File: config.mk
export PLATFORM = sky130hd
export DESIGN_NAME = cp0_excp_unit
export DESIGN_NICKNAME = d
export VERILOG_FILES = /design/src/rtl/cp0_excp_unit.sv
export SDC_FILE = /design/constraint.sdc
export NUM_CORES = 1
export LEC_CHECK = 0
export CORE_MARGIN = 4
export CORE_UTILIZATION = 30
export DETAILED_ROUTE_END_ITERATION = 10
export DONT_BUFFER_PORTS = 1
export SYNTH_ARGS = -nofsm -noshare
export SYNTH_HDL_FRONTEND = slang
export SYNTH_SLANG_ARGS = --single-unit
File: constraint.sdc
create_clock -name clk -period 7.45 [get_ports clk]
set_clock_uncertainty 0.05 [all_clocks]
set_input_delay 1.1175 -clock clk [delete_from_list [all_inputs] [get_ports clk]]
set_output_delay 1.1175 -clock clk [all_outputs]
set_load 0.05 [all_outputs]
File: src/rtl/cp0_excp_unit.sv
// CP0 register file and exception/interrupt sequencer for the 5-stage MIPS core.
// Produces the combinational flush-and-redirect request for the pipeline controller.
module cp0_excp_unit #(
   parameter logic [31:0] EXC_VECTOR = 32'hBFC0_0380
) (
   input  logic        clk,
   input  logic        resetn,
   input  logic        mem_valid,
   input  logic        mem_stall,
   input  logic        excp_req,
   input  logic [4:0]  excp_code,
   input  logic [31:0] excp_pc,
   input  logic        excp_bd,
   input  logic [31:0] excp_badvaddr,
   input  logic        eret,
   input  logic [5:0]  ext_int,
   input  logic        cp0_we,
   input  logic [4:0]  cp0_waddr,
   input  logic [31:0] cp0_wdata,
   input  logic [4:0]  cp0_raddr,
   output logic [31:0] cp0_rdata,
   output logic [32:0] CP0_to_ctrl_bus
);

   localparam int unsigned XLEN = 32;
   localparam int unsigned RW   = 5;

   localparam logic [RW-1:0] REG_BADVADDR = 5'd8;
   localparam logic [RW-1:0] REG_COUNT    = 5'd9;
   localparam logic [RW-1:0] REG_COMPARE  = 5'd11;
   localparam logic [RW-1:0] REG_STATUS   = 5'd12;
   localparam logic [RW-1:0] REG_CAUSE    = 5'd13;
   localparam logic [RW-1:0] REG_EPC      = 5'd14;

   localparam logic [XLEN-1:0] STATUS_WMASK = 32'h0000_FF03;
   localparam logic [XLEN-1:0] CAUSE_WMASK  = 32'h0000_0300;

   logic [XLEN-1:0] badvaddr_q, badvaddr_d;
   logic [XLEN-1:0] count_q,    count_d;
   logic [XLEN-1:0] compare_q,  compare_d;
   logic [XLEN-1:0] epc_q,      epc_d;
   logic [7:0]      im_q,       im_d;
   logic            exl_q,      exl_d;
   logic            ie_q,       ie_d;
   logic            bd_q,       bd_d;
   logic            ti_q,       ti_d;
   logic [5:0]      ip_hw_q,    ip_hw_d;
   logic [1:0]      ip_sw_q,    ip_sw_d;
   logic [4:0]      exccode_q,  exccode_d;
   logic            phase_q,    phase_d;

   logic [7:0]      ip_c;
   logic [XLEN-1:0] status_c;
   logic [XLEN-1:0] cause_c;
   logic            int_pend_c;
   logic            evt_ok_c;
   logic            exc_take_c;
   logic            eret_take_c;
   logic            wr_take_c;
   logic [XLEN-1:0] wr_masked_c;

   // Architectural views of Status and Cause; the timer interrupt shares IP7 with ext_int[5]
   assign ip_c     = {ip_hw_q[5] | ti_q, ip_hw_q[4:0], ip_sw_q};
   assign status_c = {9'd0, 1'b1, 6'd0, im_q, 6'd0, exl_q, ie_q};
   assign cause_c  = {bd_q, ti_q, 14'd0, ip_c, 1'b0, exccode_q, 2'b00};

   assign int_pend_c  = ie_q & ~exl_q & (|(ip_c & im_q));
   assign evt_ok_c    = resetn & mem_valid & ~mem_stall;
   assign exc_take_c  = evt_ok_c & (int_pend_c | excp_req);
   assign eret_take_c = evt_ok_c & ~exc_take_c & eret;
   assign wr_take_c   = evt_ok_c & ~exc_take_c & ~eret_take_c & cp0_we;

   always_comb begin
      CP0_to_ctrl_bus = 33'd0;
      if (exc_take_c) begin
         CP0_to_ctrl_bus = {1'b1, EXC_VECTOR};
      end else if (eret_take_c) begin
         CP0_to_ctrl_bus = {1'b1, epc_q};
      end
   end

   always_comb begin
      wr_masked_c = '0;
      case (cp0_waddr)
         REG_COUNT:   wr_masked_c = cp0_wdata;
         REG_COMPARE: wr_masked_c = cp0_wdata;
         REG_STATUS:  wr_masked_c = cp0_wdata & STATUS_WMASK;
         REG_CAUSE:   wr_masked_c = cp0_wdata & CAUSE_WMASK;
         REG_EPC:     wr_masked_c = cp0_wdata;
         default:     wr_masked_c = '0;
      endcase
   end

   // MFC0 read mux with same-cycle MTC0 bypass
   always_comb begin
      cp0_rdata = '0;
      case (cp0_raddr)
         REG_BADVADDR: cp0_rdata = badvaddr_q;
         REG_COUNT:    cp0_rdata = count_q;
         REG_COMPARE:  cp0_rdata = compare_q;
         REG_STATUS:   cp0_rdata = status_c;
         REG_CAUSE:    cp0_rdata = cause_c;
         REG_EPC:      cp0_rdata = epc_q;
         default:      cp0_rdata = '0;
      endcase
      if (wr_take_c && (cp0_raddr == cp0_waddr)) begin
         cp0_rdata = wr_masked_c;
      end
   end

   always_comb begin
      badvaddr_d = badvaddr_q;
      compare_d  = compare_q;
      epc_d      = epc_q;
      im_d       = im_q;
      exl_d      = exl_q;
      ie_d       = ie_q;
      bd_d       = bd_q;
      ti_d       = ti_q;
      ip_sw_d    = ip_sw_q;
      exccode_d  = exccode_q;
      ip_hw_d    = ext_int;
      phase_d    = ~phase_q;
      count_d    = phase_q ? count_q + 32'd1 : count_q;

      if (wr_take_c && (cp0_waddr == REG_COUNT)) begin
         count_d = cp0_wdata;
         phase_d = 1'b0;
      end
      if ((count_d == compare_q) && (compare_q != '0)) begin
         ti_d = 1'b1;
      end

      if (wr_take_c) begin
         case (cp0_waddr)
            REG_COMPARE: begin
               compare_d = cp0_wdata;
               ti_d      = 1'b0;
            end
            REG_STATUS: begin
               im_d  = cp0_wdata[15:8];
               exl_d = cp0_wdata[1];
               ie_d  = cp0_wdata[0];
            end
            REG_CAUSE: ip_sw_d = cp0_wdata[9:8];
            REG_EPC:   epc_d   = cp0_wdata;
            default: ;
         endcase
      end

      // Nested exceptions keep the original EPC/BD so ERET returns to the outermost fault
      if (exc_take_c) begin
         exccode_d = int_pend_c ? 5'h00 : excp_code;
         exl_d     = 1'b1;
         if (!exl_q) begin
            epc_d = excp_bd ? excp_pc - 32'd4 : excp_pc;
            bd_d  = excp_bd;
         end
         if (!int_pend_c && ((excp_code == 5'h04) || (excp_code == 5'h05))) begin
            badvaddr_d = excp_badvaddr;
         end
      end

      if (eret_take_c) begin
         exl_d = 1'b0;
      end
   end

   always_ff @(posedge clk or negedge resetn) begin
      if (!resetn) begin
         badvaddr_q <= '0;
         count_q    <= '0;
         compare_q  <= '0;
         epc_q      <= '0;
         im_q       <= '0;
         exl_q      <= 1'b0;
         ie_q       <= 1'b0;
         bd_q       <= 1'b0;
         ti_q       <= 1'b0;
         ip_hw_q    <= '0;
         ip_sw_q    <= '0;
         exccode_q  <= '0;
         phase_q    <= 1'b0;
      end else begin
         badvaddr_q <= badvaddr_d;
         count_q    <= count_d;
         compare_q  <= compare_d;
         epc_q      <= epc_d;
         im_q       <= im_d;
         exl_q      <= exl_d;
         ie_q       <= ie_d;
         bd_q       <= bd_d;
         ti_q       <= ti_d;
         ip_hw_q    <= ip_hw_d;
         ip_sw_q    <= ip_sw_d;
         exccode_q  <= exccode_d;
         phase_q    <= phase_d;
      end
   end

endmodule

# == After elaboration in Yosys (flattened, before gate mapping) ==
# Index checks and enable logic that the tools add are counted.
# totals
ff_bits,154
latch_bits,0
ram_bits,0
romBits,0
input_bits,125
output_inout_bits,65
wordCells,85
mem_count,0
# classes
addsub,2
n_mul,0
n_div,0
magnitude_cmp,0
n_eq_ne,15
n_shift,0
n_mux,21
n_bitwise,17
reduce_logical,17
# op_table
cell,n
2-to-1 mux 32 bit,8
case mux 32 bit (6 select lines),1
case mux 32 bit (3 select lines),1
2-to-1 mux 33 bit,2
== test 5 x 4 -> 1 bit (second input constant),11
adder 32 x 1 -> 32 bit (second input constant),1
== test 32 bit,1
nonzero test 32 bit,1
subtractor 32 x 3 -> 32 bit (second input constant),1
AND reduction 2 bit,6
== test 5 x 3 -> 1 bit (second input constant),2
bitwise AND 1 bit,9
bitwise AND 8 bit,1
2-to-1 mux 1 bit,8
OR reduction 8 bit,1
nonzero test 3 bit,2
== test 5 bit,1
2-to-1 mux 5 bit,1
NOT 1 bit,5
logical AND 1 bit,4
OR reduction 3 bit,1
OR 1 bit,2
logical NOT 1 bit,1
logical OR 1 bit,1

# == Logic depth before layout (Yosys ltp) ==
# logic_depth
depth_word,19
depth_mapped,12
mapped_depth_nobuf,11

# == Least setup slack after synthesis ==
# OpenSTA, ideal clock, no wires.
# synth_timing
path_type,input -> output
start,input cp0_raddr[2]
end,output cp0_rdata[8]
arrival_ns,3.576
required_ns,6.283
slack_ns,2.706
cell_stages,7
n_path_buf,1
path_cell_list,or3b_2 > nor3_1 > clkbuf_1 > a22oi_1 > nand2_1 > a221oi_1 > o21ai_0
# synth_between
elab_chain_cells,3
word_cells_on_any_way,10
cone_classes,7 x eq/ne; 2 x mux; 1 x reduce/logical
# synth_rtl
item,line_no,rtl
"start, declared",20,"input logic [4:0] cp0_raddr,"
== test 5 x 4 -> 1 bit or == test 5 bit (tied branches),"97, 106",
case mux 32 bit (6 select lines) or logical AND 1 bit (tied branches),"97, 106",
2-to-1 mux 32 bit (*),106,if (wr_take_c && (cp0_raddr == cp0_waddr)) begin
"end, declared",21,"output logic [31:0] cp0_rdata,"
# Every way passes the cells marked *; elsewhere a longest branch is shown, timed or not.

# == Worst setup path after layout ==
# layout_timing
start,register ip_hw_q[0]
end,output cp0_rdata[16]
# layout_between
elab_chain_cells,13
# layout_rtl
item,line_no,rtl
"start, declared",47,"logic [5:0] ip_hw_q, ip_hw_d;"
"start signal, assigned",194,ip_hw_q <= ip_hw_d;
bitwise AND 8 bit (*),67,assign int_pend_c = ie_q & ~exl_q & (|(ip_c & im_q));
OR reduction 8 bit (*),67,
bitwise AND 1 bit (*),67,
OR 1 bit (*),69,assign exc_take_c = evt_ok_c & (int_pend_c | excp_req);
bitwise AND 1 bit (*),69,
NOT 1 bit (*),"70, 71",
bitwise AND 1 bit (*),"70, 71",
bitwise AND 1 bit,70,assign eret_take_c = evt_ok_c & ~exc_take_c & eret;
NOT 1 bit,71,assign wr_take_c = evt_ok_c & ~exc_take_c & ~eret_take_c & cp0_we;
bitwise AND 1 bit (*) (2 in series),71,
logical AND 1 bit (*),106,
2-to-1 mux 32 bit (*),106,
# Marks and branches as above.

==> impl_metrics.tcl <==
set metrics [dict create \
    power_density_mw_per_mm2 220.2 \
    antenna_found_initial 4 \
    synth_fp_nets 1205 \
    drv_cap 0 \
    clk_path_buf_depth 2 \
    min_period_over_period 0.7061 \
    synth.distinct_cells 54 \
    synth_edf_count 0 \
    fin_util 0.3400 \
    rsz0062_at_grt "no" \
    cts_hold_buf 0 \
    yosysTopAreaCell "dfrtp_1" \
    peakVddDrop_v 0.0001258 \
    cts_made_buffers 17 \
    via_count 8978 \
    outcome "finished, final reports clean" \
    drc 0 \
    finalPower_mw 2.381 \
    cts_root_buffer "clkbuf_16" \
    cts.sinks 154 \
    overflow 0 \
    ys_ff_latch 154 \
    ant_nets 0 \
    cp.required_ns 6.28 \
    mostFrequentLayoutCells "154 x dfrtp_1, 110 x nand2_1, 72 x mux2_2" \
    synth_top_area_frac 0.3956 \
    n_fill_cell 3269 \
    hold_slack_ns 0.3144 \
    p_switching_uw 824.7 \
    ys_top_cells_by_area "dfrtp_1 40%, mux2_2 8.3%, o21ai_0 4.3%" \
    worstSetupEndpointType "output pin" \
    setup_viol 0 \
    hold_violations 0 \
    via_per_inst 6.013 \
    ys_warn_count 0 \
    cp.arrival_ns 4.09 \
    final_common_cell "dfrtp_1" \
    grt_max_degree 156 \
    critPathKind "flip-flop to output pin" \
    layout.cells.non_filler 1493 \
    die_w_um 188.2 \
    p_int_mw 1.556 \
    post_cts_buffers 0 \
    syn2layout_area_growth_pct 10.98 \
    drt_iter0_markers 1146 \
    slew_headroom 0.1785 \
    cp_max_fo 64 \
    finalMaxSlewViolations 0 \
    row_count 65 \
    synth_top_flop_cell "dfrtp_1" \
    worstMarginPinSlew_ns 1.224 \
    min_period_ns 5.261 \
    setup_ws_ns 2.189 \
    finalSetupTns_ns 0 \
    nNetsFinal 1170 \
    syn_area_sq_mm 0.009742 \
    post_cts_resized 0 \
    dp_hpwl_um 27650 \
    htree_levels 4 \
    grt_pass1_vias 8585 \
    total_leakage_power_nw 4.494 \
    pre_cts_slack_ns 2.749 \
    wire_per_inst_um 25.12 \
    clk_pin_slew_ns 0.08 \
    syn_inst 1078 \
    grt_pass1_wl_um 55830 \
    startpoint_type "flip-flop" \
    track_usage 0.2053 \
    wl_um 37500 \
    die_y_um 188.2 \
    coreArea_sq_mm 0.03180 \
    placed_area_sq_mm 0.01021 \
    cts_tree "yes" \
    clock.fmax_mhz 190.1 \
    switching_share 0.3464 \
    clkPwrFrac 0.373 \
    combPwrFrac 0.154 \
    place_congestion 0.9267 \
    pwr-share-seq 0.473 \
    fin_area_sq_mm 0.01081 \
    first_pass_iters 7 \
    drive_gt1_frac 0.1449 \
    clock_latency_ns 0.45 \
    min_path_type "input pin to asynchronous set/reset pin" \
    dieArea_sq_mm 0.03542 \
    async_reset_ff_frac 1.000 \
    ys_seq_area_frac 0.3956 \
    portBuffers 0 \
    dp_cells 1459 \
    io_pins 190 \
    avgSynthCellArea_sq_um 9.037 \
    initial_utilization 0.3064 \
]
[flip-flops by register name, indices dropped and copies added, names as in the netlist]
register    flops
im_q            8
ip_hw_q         6
phase_q         1
ie_q            1
count_q        32
epc_q          32
bd_q            1
ip_sw_q         2
ti_q            1
exl_q           1
exccode_q       5
compare_q      32
badvaddr_q     32
[critical path: stages, from the launching register on]
cell and delay [ns]:
dfrtp_1 0.39, a22o_1 0.27, a221oi_1 0.51, a311oi_4 0.16
buf_4 0.29, nor2_1 0.18, and3_1 0.23, and4_2 0.21
buf_4 0.51, nand3_1 0.13, o21ai_1 0.69
[power by group through the flow]
| stage | clock (mW) | sequential (mW) | combinational (mW) |
|---|---|---|---|
| after global placement | 0 | 1.14 | 0.358 |
| after floorplan | 0 | 1.04 | 0.314 |
| after CTS | 0.897 | 1.12 | 0.365 |
| final | 0.887 | 1.13 | 0.368 |
| after global routing | 0.931 | 1.13 | 0.411 |
| after detailed placement | 0 | 1.13 | 0.366 |
[synthesized netlist by cell type (6+ instances only)]
library cell,number
inv_1,23
and2_1,30
nand4_1,27
a222oi_1,12
xnor2_1,34
buf_2,14
and3_1,8
and4_1,6
or3_1,8
nor2b_1,8
a22o_1,17
a22oi_1,25
dfrtp_1,154
a211oi_1,7
mux2_2,72
xor2_1,35
a211o_1,6
a21oi_1,42
or4_1,7
nor2_1,59
nor4_1,29
nand3_1,47
clkbuf_1,54
nor3_1,33
a31o_2,10
o211ai_1,6
buf_1,6
nand2_1,110
o21ai_0,84
mux2i_1,28
a221oi_1,24
[routing by layer]
metal  up-vias  wire, um  track usage
met4         4      1538      0.08752
met5         -        21            0
li1       3944         -            -
met1      4417     15320       0.2722
met2       518     16930       0.3150
met3        95      3691      0.05780
[worst paths after layout]
kind	from	endpoint	slack, ns	cells after the start
max	ip_hw_q[0]$_DFF_PN0_	cp0_rdata[16]	2.19	10
min	resetn	badvaddr_q[11]$_DFFE_PN0P_	0.31	0
max reg2reg	ip_hw_q[0]$_DFF_PN0_	ti_q$_DFF_PN0_	3.74	10
min reg2reg	exccode_q[0]$_DFFE_PN0P_	exccode_q[0]$_DFFE_PN0P_	0.46	2
max in group asynchronous	resetn	compare_q[27]$_DFFE_PN0P_	6.78	0
min in group clk	exccode_q[0]$_DFFE_PN0P_	exccode_q[0]$_DFFE_PN0P_	0.46	2
[area by class of cell]
cell class / instances / area (sq um) / share of cell area
Timing Repair Buffer: 20 / 150.1 / 0.01389
Multi-Input combinational cell: 827 / 5573 / 0.5155
Inverter: 23 / 86.33 / 0.007985
Clock buffer: 17 / 425.4 / 0.03935
Tap cell: 435 / 544.3 / 0.05034
Antenna cell: 2 / 5.005 / 0.0004629
Clock inverter: 15 / 173.9 / 0.01609
Sequential cell: 154 / 3854 / 0.3564
[kinds of logic after synthesis]
group | count (synthesis) | synth area share
and+or+nand+nor | 388 | 0.2001
AOI/OAI and AO/OA | 266 | 0.1839
DFF | 154 | 0.3956
muxes | 100 | 0.1120
buffers and inverters | 97 | 0.03917
xor gates and xnor gates | 71 | 0.06666
adders and majority gates | 2 | 0.002568
Note: power is estimated with default switching activity, not from simulation.
